**src/rtl/rv32_pkg.sv**
```systemverilog
// rv32_pkg: shared RV32 core definitions used by the writeback path.
//   XLEN / REG_TAG_W  - datapath and register-tag widths
//   wb_entry_t        - one buffered writeback (destination tag + data)
//   SRC_ALU/MUL/DIV   - conventional execution-unit source indices
//   tag_writes()      - true when a destination tag really updates the RF
package rv32_pkg;

    localparam int unsigned XLEN      = 32;
    localparam int unsigned REG_TAG_W = 5;

    typedef struct packed {
        logic [REG_TAG_W-1:0] rd;
        logic [XLEN-1:0]      data;
    } wb_entry_t;

    localparam int unsigned SRC_ALU = 0;
    localparam int unsigned SRC_MUL = 1;
    localparam int unsigned SRC_DIV = 2;

    // x0 is hardwired to zero, so results aimed at it are simply discarded.
    function automatic logic tag_writes(input logic [REG_TAG_W-1:0] tag);
        return tag != '0;
    endfunction

endpackage

```
**src/rtl/wb_result_arbiter_if.sv**
```systemverilog
// wb_result_arbiter_if: bundle between the execution units and the writeback stage.
//   src_valid/src_result/src_tag - per-source packed result offers
//   src_ready                    - per-source "may present a result" (FIFO not full)
//   wb_valid/wb_rd/wb_data       - register-file write port / scoreboard clear
//   wb_src                       - granted source index
//   idle                         - nothing buffered and no write in flight
// modport slave is the writeback block, modport master the producer/observer side.
interface wb_result_arbiter_if #(
    parameter int unsigned NUM_SRC = 3,
    parameter int unsigned WIDTH   = 32
) ();
    import rv32_pkg::*;

    localparam int unsigned SRC_W = (NUM_SRC > 1) ? $clog2(NUM_SRC) : 1;

    logic [NUM_SRC-1:0]           src_valid;
    logic [NUM_SRC*WIDTH-1:0]     src_result;
    logic [NUM_SRC*REG_TAG_W-1:0] src_tag;
    logic [NUM_SRC-1:0]           src_ready;
    logic                         wb_valid;
    logic [REG_TAG_W-1:0]         wb_rd;
    logic [WIDTH-1:0]             wb_data;
    logic [SRC_W-1:0]             wb_src;
    logic                         idle;

    modport slave (
        input  src_valid, src_result, src_tag,
        output src_ready, wb_valid, wb_rd, wb_data, wb_src, idle
    );

    modport master (
        output src_valid, src_result, src_tag,
        input  src_ready, wb_valid, wb_rd, wb_data, wb_src, idle
    );

endinterface

```
**src/rtl/wb_src_fifo.sv**
```systemverilog
// wb_src_fifo: small synchronous FIFO buffering one execution unit's results.
//   clk, rst   - clock, synchronous active-high reset (empties the FIFO)
//   push       - write push_data (ignored when full)
//   push_data  - entry to write
//   pop        - drop the head entry (ignored when empty)
//   full/empty - registered occupancy flags
//   head       - oldest entry, valid when !empty
// Push and pop together below full leave the occupancy unchanged.
module wb_src_fifo
    import rv32_pkg::*;
#(
    parameter int unsigned DEPTH   = 2,
    parameter type         entry_t = wb_entry_t
) (
    input  logic   clk,
    input  logic   rst,
    input  logic   push,
    input  entry_t push_data,
    input  logic   pop,
    output logic   full,
    output logic   empty,
    output entry_t head
);

    localparam int unsigned AW = $clog2(DEPTH);

    // One extra pointer bit tells full (wrap bits differ) from empty (equal).
    logic [AW:0] wr_ptr_q, wr_ptr_d;
    logic [AW:0] rd_ptr_q, rd_ptr_d;
    entry_t      mem_q [DEPTH];
    logic        do_push, do_pop;

    always_comb begin
        empty   = (wr_ptr_q == rd_ptr_q);
        full    = (wr_ptr_q[AW] != rd_ptr_q[AW]) && (wr_ptr_q[AW-1:0] == rd_ptr_q[AW-1:0]);
        do_push = push && !full;
        do_pop  = pop && !empty;
        wr_ptr_d = wr_ptr_q + {{AW{1'b0}}, do_push};
        rd_ptr_d = rd_ptr_q + {{AW{1'b0}}, do_pop};
        head    = mem_q[rd_ptr_q[AW-1:0]];
    end

    always_ff @(posedge clk) begin
        if (rst) begin
            wr_ptr_q <= '0;
            rd_ptr_q <= '0;
        end else begin
            wr_ptr_q <= wr_ptr_d;
            rd_ptr_q <= rd_ptr_d;
            if (do_push) begin
                mem_q[wr_ptr_q[AW-1:0]] <= push_data;
            end
        end
    end

endmodule

```
**src/rtl/wb_result_arbiter.sv**
```systemverilog
// wb_result_arbiter: writeback stage behind the execution units.
//   clk, rst - clock, synchronous active-high reset
//   bus      - wb_result_arbiter_if.slave: per-source result offers in, src_ready out,
//              registered RF write port (wb_valid/wb_rd/wb_data/wb_src) and idle out
// Each source feeds its own FIFO; a round-robin arbiter over the non-empty heads pops
// one entry per cycle into the output register. Results tagged x0 are never queued.
module wb_result_arbiter
    import rv32_pkg::*;
#(
    parameter int unsigned NUM_SRC    = 3,
    parameter int unsigned WIDTH      = 32,
    parameter int unsigned FIFO_DEPTH = 2
) (
    input  logic                clk,
    input  logic                rst,
    wb_result_arbiter_if.slave  bus
);

    localparam int unsigned SRC_W = (NUM_SRC > 1) ? $clog2(NUM_SRC) : 1;

    typedef struct packed {
        logic [REG_TAG_W-1:0] rd;
        logic [WIDTH-1:0]     data;
    } entry_t;

    logic [NUM_SRC-1:0] push, pop, full, empty;
    entry_t             push_entry [NUM_SRC];
    entry_t             head       [NUM_SRC];

    logic               grant_valid;
    logic [SRC_W-1:0]   grant_idx;
    logic [SRC_W-1:0]   cand;
    entry_t             grant_entry;

    logic [SRC_W-1:0]     rr_ptr_q, rr_ptr_d;
    logic                 wb_valid_q;
    logic [REG_TAG_W-1:0] wb_rd_q;
    logic [WIDTH-1:0]     wb_data_q;
    logic [SRC_W-1:0]     wb_src_q;

    for (genvar g = 0; g < NUM_SRC; g++) begin : g_src
        assign push_entry[g] = '{
            rd:   bus.src_tag[g*REG_TAG_W +: REG_TAG_W],
            data: bus.src_result[g*WIDTH +: WIDTH]
        };

        // Ready comes from registered occupancy, so gating with !full is the handshake.
        // Inputs seen during reset are ignored.
        assign push[g] = !rst && bus.src_valid[g] && !full[g] && tag_writes(push_entry[g].rd);
        assign pop[g]  = grant_valid && (grant_idx == SRC_W'(g));

        wb_src_fifo #(
            .DEPTH   (FIFO_DEPTH),
            .entry_t (entry_t)
        ) u_fifo (
            .clk       (clk),
            .rst       (rst),
            .push      (push[g]),
            .push_data (push_entry[g]),
            .pop       (pop[g]),
            .full      (full[g]),
            .empty     (empty[g]),
            .head      (head[g])
        );

        // Offering a result while not ready drops it; the producer broke the protocol.
        a_no_push_when_full : assert property (
            @(posedge clk) disable iff (rst) !(bus.src_valid[g] && full[g])
        ) else $error("wb_result_arbiter: source %0d valid while not ready", g);
    end

    // Round-robin: first non-empty head at or after the pointer, with wrap-around.
    always_comb begin
        grant_valid = 1'b0;
        grant_idx   = '0;
        cand        = '0;
        for (int unsigned k = 0; k < NUM_SRC; k++) begin
            cand = SRC_W'((32'(rr_ptr_q) + k) % NUM_SRC);
            if (!grant_valid && !empty[cand]) begin
                grant_valid = 1'b1;
                grant_idx   = cand;
            end
        end
        grant_entry = head[grant_idx];
    end

    always_comb begin
        rr_ptr_d = rr_ptr_q;
        if (grant_valid) begin
            rr_ptr_d = (grant_idx == SRC_W'(NUM_SRC - 1)) ? '0 : grant_idx + SRC_W'(1);
        end
    end

    always_ff @(posedge clk) begin
        if (rst) begin
            rr_ptr_q   <= '0;
            wb_valid_q <= 1'b0;
            wb_rd_q    <= '0;
            wb_data_q  <= '0;
            wb_src_q   <= '0;
        end else begin
            rr_ptr_q   <= rr_ptr_d;
            wb_valid_q <= grant_valid;
            // rd/data/src hold their last write when nothing is granted.
            if (grant_valid) begin
                wb_rd_q   <= grant_entry.rd;
                wb_data_q <= grant_entry.data;
                wb_src_q  <= grant_idx;
            end
        end
    end

    assign bus.src_ready = ~full;
    assign bus.wb_valid  = wb_valid_q;
    assign bus.wb_rd     = wb_rd_q;
    assign bus.wb_data   = wb_data_q;
    assign bus.wb_src    = wb_src_q;
    assign bus.idle      = (&empty) && !wb_valid_q;

endmodule

```
**src/flat_wrapper.sv**
```systemverilog
// flat-port wrapper written by rule: the top's interface ports become plain ports
module wb_result_arbiter_flat import rv32_pkg::*;
#(
    parameter int unsigned NUM_SRC    = 3,
    parameter int unsigned WIDTH      = 32,
    parameter int unsigned FIFO_DEPTH = 2
)
  (clk, rst, bus_src_valid, bus_src_result, bus_src_tag, bus_src_ready, bus_wb_valid, bus_wb_rd, bus_wb_data, bus_wb_src, bus_idle);
  wb_result_arbiter_if #(.NUM_SRC(NUM_SRC), .WIDTH(WIDTH)) bus_i ();
  input  logic clk;
  input  logic rst;
  input wire logic [$bits(bus_i.src_valid)-1:0] bus_src_valid;
  input wire logic [$bits(bus_i.src_result)-1:0] bus_src_result;
  input wire logic [$bits(bus_i.src_tag)-1:0] bus_src_tag;
  output wire logic [$bits(bus_i.src_ready)-1:0] bus_src_ready;
  output wire logic [$bits(bus_i.wb_valid)-1:0] bus_wb_valid;
  output wire logic [$bits(bus_i.wb_rd)-1:0] bus_wb_rd;
  output wire logic [$bits(bus_i.wb_data)-1:0] bus_wb_data;
  output wire logic [$bits(bus_i.wb_src)-1:0] bus_wb_src;
  output wire logic [$bits(bus_i.idle)-1:0] bus_idle;
  assign bus_i.src_valid = bus_src_valid;
  assign bus_i.src_result = bus_src_result;
  assign bus_i.src_tag = bus_src_tag;
  assign bus_src_ready = bus_i.src_ready;
  assign bus_wb_valid = bus_i.wb_valid;
  assign bus_wb_rd = bus_i.wb_rd;
  assign bus_wb_data = bus_i.wb_data;
  assign bus_wb_src = bus_i.wb_src;
  assign bus_idle = bus_i.idle;
  wb_result_arbiter #(.NUM_SRC(NUM_SRC), .WIDTH(WIDTH), .FIFO_DEPTH(FIFO_DEPTH)) u_core (.clk(clk), .rst(rst), .bus(bus_i));
endmodule
```
**config.mk**
```make
export PLATFORM = sky130hd
export DESIGN_NAME = wb_result_arbiter_flat
export DESIGN_NICKNAME = d
export VERILOG_FILES = /design/src/rtl/rv32_pkg.sv /design/src/rtl/wb_result_arbiter_if.sv /design/src/rtl/wb_src_fifo.sv /design/src/rtl/wb_result_arbiter.sv /design/src/flat_wrapper.sv
export SDC_FILE = /design/constraint.sdc
export NUM_CORES = 1
export LEC_CHECK = 0
export ABC_CLOCK_PERIOD_IN_PS = 4150
export BUFFER_PORTS_ARGS = -buffer_cell sky130_fd_sc_hd__buf_2
export CAP_MARGIN = 20
export CORE_MARGIN = 4
export CORE_UTILIZATION = 42
export CTS_BUF_LIST = sky130_fd_sc_hd__clkbuf_4 sky130_fd_sc_hd__clkbuf_8
export DETAILED_ROUTE_END_ITERATION = 10
export PLACE_DENSITY = 0.73
export SLEW_MARGIN = 20
export SYNTH_ARGS = -nofsm -noshare
export SYNTH_HDL_FRONTEND = slang
export SYNTH_SLANG_ARGS = --single-unit
```
**constraint.sdc**
```tcl
create_clock -name clk -period 4.15 [get_ports clk]
set_input_delay 0.415 -clock clk [delete_from_list [all_inputs] [get_ports clk]]
set_output_delay 0.415 -clock clk [all_outputs]
set_load 0.1 [all_outputs]
```
==> impl_metrics.py <==
metrics = {
    "outcome": {
        "status": "complete, no violations",
    },
    "route": {
        "drtAntennaViolNets": 0,
        "first_pass_iters": 6,
        "via_per_inst": 5.15,
        "avgRoutedWirePerCell_um": 20.8,
        "vias": 6082,
        "drc": 0,
        "drtIter0Drc": 338,
        "wl_mm": 24.5,
    },
    "logic_synthesis": {
        "synth_area_um2": 10800,
        "syn_nets": 757,
        "async_flop_share_pct": 0,
        "ys.flop_type": "edfxtp_1",
        "ys_ff_latch": 276,
        "synth_cell_types": 42,
        "synth-warning-count": 0,
        "synthCells": 633,
        "avgSynthCellArea_um2": 17.1,
        "synth_edf_count": 222,
        "synth_seq_area_share_pct": 71.5,
    },
    "die": {
        "fp-row-count": 58,
        "pin_count": 160,
        "die_w_um": 169,
        "core_um2": 25300,
        "die_height_um": 169,
        "initial_utilization_pct": 42.9,
        "dieArea_um2": 28400,
    },
    "sta": {
        "finalHoldViolations": 0,
        "max_slew.worst_pin.slew_ps": 1030,
        "layout_min_cycle_time_ps": 2890,
        "rsz0062_at_grt": "no",
        "fin_crit_sh_pct": 69.6,
        "drv_slew": 0,
        "final.setup.tns_ps": 0,
        "skew_ps": 27.6,
        "max_clock_freq_mhz": 346,
        "setup-violations-final": 0,
        "relSlewSlack_pct": 31.5,
    },
    "grt": {
        "grt_use_total_pct": 16.8,
        "grt_max_degree": 39,
        "grt_pass1_wl_mm": 36.3,
        "antenna_found_initial": 1,
        "grt_pass1_vias": 6332,
        "gr-total-overflow": 0,
    },
    "power_and_ir_drop": {
        "p_leak_nw": 4.60,
        "powerDensity_nw_per_um2": 708,
        "vdd_drop_max_mv": 0.372,
    },
    "worst_setup_path": {
        "worstReg2RegEnd": "u_core.bus.wb_data[29]$_SDFFE_PP0N_",
        "cp_max_fo": 24,
        "rrSetupSlack_ps": 1260,
        "crit_type": "reg2reg",
        "cp.arrival_ps": 3280,
        "cp.required_ps": 4550,
        "critPathLaunchType": "flip-flop",
        "cp-end-kind": "flip-flop",
        "worst-r2r-cell-count": 9,
        "r2r-start": "u_core.rr_ptr_q[0]$_SDFFE_PP0N_",
    },
    "placement": {
        "numPortBuffers": 159,
        "hpwl_mm": 15.8,
        "place_congestion": 0.813,
        "dpl-instance-area_um2": 12000,
    },
    "cts": {
        "insertion_delay_ps": 560,
        "clock-sinks": 276,
        "cts_tree": "done",
        "cts_hold_buffers": 0,
        "clk_pin_slew_ps": 60,
        "cts-buffers-inserted": 44,
        "postCtsSetupBuffers": 0,
        "htree_levels": 2,
        "clockBufferDepth": 3,
        "post_cts_resized": 0,
        "root_buffer": "clkbuf_8",
    },
    "hold_path": {
        "worstHoldEndpoint": "u_core.g_src[0].u_fifo.mem_q[0][20]$_DFFE_PP_",
        "holdPathStages": 1,
        "hold_path_class": "in2reg",
        "hp-start": "bus_src_result[20]",
    },
    "final_layout": {
        "final_design_area_no_fill_um2": 12900,
        "drive_gt1_share_pct": 39.3,
        "fillers": 2106,
        "area_growth_pct": 19.2,
        "layout.nets": 938,
    },
    "run": {
        "maxCapViolations": 0,
    },
}
per-stage QoR:
stage               hold slack, ps  power (mW)  setup WS (ps)  utilization [%]  instances
floorplan                      453        6.13           62.7                -        633
global placement               449        6.74           1380             47.3       1098
detailed placement             466        6.81           1270             47.3       1098
CTS                           3.99        9.24           1280             51.1       1180
global route                  6.26        9.56           1070             51.1       1181
finish                        41.2        9.15           1260             51.1       1181
cells in the mapped netlist (all sizes together), types with 2 or more instances:
master	number	area (um^2)
or2	3	18.8
or4	3	22.5
dfxtp	54	1080
nor3b	3	22.5
clkbuf	10	37.5
and2	5	31.3
a31oi	2	18.8
nand2	45	169
nor2b	9	56.3
a21oi	5	25.0
a211oi	3	27.5
edfxtp	222	6670
mux2	37	417
mux2i	111	1110
nor2	10	37.5
ha	8	100
nor3	4	20.0
o21a	2	15.0
nand3	2	15.0
inv	6	22.5
o31ai	2	20.0
xnor2	10	103
o221ai	38	521
o21ai	6	30.0
nand4	2	12.5
buf	22	169
xor2	2	17.5
nand2b	3	18.8
flip-flops by register name, indices dropped and copies added, names as in the netlist:
name / flops
u_core.g_src.u_fifo.mem_q: 222
u_core.bus.wb_data: 32
u_core.g_src.u_fifo.rd_ptr_q: 6
u_core.g_src.u_fifo.wr_ptr_q: 6
u_core.bus.wb_rd: 5
u_core.bus.wb_src: 2
u_core.rr_ptr_q: 2
u_core.bus.wb_valid: 1
worst max-delay path by stage:
stage,end,slack (ps),cells past startpoint,start
floorplan,u_core.g_src[2].u_fifo.mem_q[0][0]$_DFFE_PP_,60,5,u_core.g_src[2].u_fifo.rd_ptr_q[1]$_SDFF_PP0_
global placement,u_core.bus.wb_rd[0]$_SDFFE_PP0N_,1380,9,u_core.rr_ptr_q[0]$_SDFFE_PP0N_
detailed placement,u_core.bus.wb_data[29]$_SDFFE_PP0N_,1270,9,u_core.rr_ptr_q[0]$_SDFFE_PP0N_
CTS,u_core.bus.wb_data[29]$_SDFFE_PP0N_,1280,9,u_core.rr_ptr_q[0]$_SDFFE_PP0N_
global route,u_core.bus.wb_data[29]$_SDFFE_PP0N_,1070,9,u_core.rr_ptr_q[0]$_SDFFE_PP0N_
finish,u_core.bus.wb_data[29]$_SDFFE_PP0N_,1260,9,u_core.rr_ptr_q[0]$_SDFFE_PP0N_
where the power goes:
group | internal, mW | leakage [nW] | switching, mW
combinational | 1.04 | 1.60 | 2.25
clock | 1.39 | 0.516 | 1.03
sequential | 3.30 | 2.48 | 0.134
layout make-up:
class | instances | area [um^2] | area share [%]
repair buffers | 167 | 868 | 6.72
well taps | 330 | 413 | 3.20
flip-flops and latches | 276 | 7750 | 60.0
clock inverters | 8 | 90.1 | 0.697
multi-input cells | 319 | 2900 | 22.5
inverters | 6 | 22.5 | 0.174
clock buffers | 74 | 868 | 6.72
diodes | 1 | 2.50 | 0.0194
placed cells by master (no fill, tap or decap), drive strengths merged:
cell type,count
dfxtp,54
or4,3
a21oi,5
nor3b,3
buf,167
nor3,4
o21bai,1
nor2,10
ha,8
nor2b,9
diode,1
or2,3
o2bb2ai,1
xnor2,10
clkinv,6
clkbuf,74
bufinv,1
xor2,2
o21ai,6
o221ai,38
nand2b,3
nand4,2
or2b,1
edfxtp,222
o21a,2
inv,7
a31oi,2
o31ai,2
mux2,37
mux2i,111
a211oi,3
nand2,45
and2,5
or3,1
nand3,2
layer usage:
| layer | part of all wire [%] | routed length, um | track usage [%] | vias up |
|---|---|---|---|---|
| li1 | - | - | - | 2829 |
| met1 | 44 | 10700 | 22.8 | 2991 |
| met2 | 48 | 11800 | 27.3 | 223 |
| met3 | 6.6 | 1610 | 3.69 | 39 |
| met4 | 1.7 | 426 | 4.80 | 0 |
| met5 | 0 | 0 | 0 | - |
logic make-up (layout without fill, tap and decap cells):
logic type / count (synthesis) / count (layout) / share of synthesized area, %
AOI/OAI and AO/OA: 60 / 60 / 6.21
xor gates and xnor gates: 12 / 12 / 1.11
adders and majority gates: 8 / 8 / 0.924
buffers and inverters: 38 / 255 / 2.11
DFF: 276 / 276 / 71.5
muxes: 148 / 148 / 14.1
other: 0 / 1 / 0
and+or+nand+nor: 91 / 91 / 4.04
critical path, stage by stage (launching register included):
cell and delay (ps):
dfxtp_1 370, inv_1 60, ha_1 420, inv_1 140
nand3_2 120, nor3_1 60, nor3_1 280, or2_2 720
buf_4 400, o221ai_1 180
No activity file was read; power rests on OpenSTA's default activity.
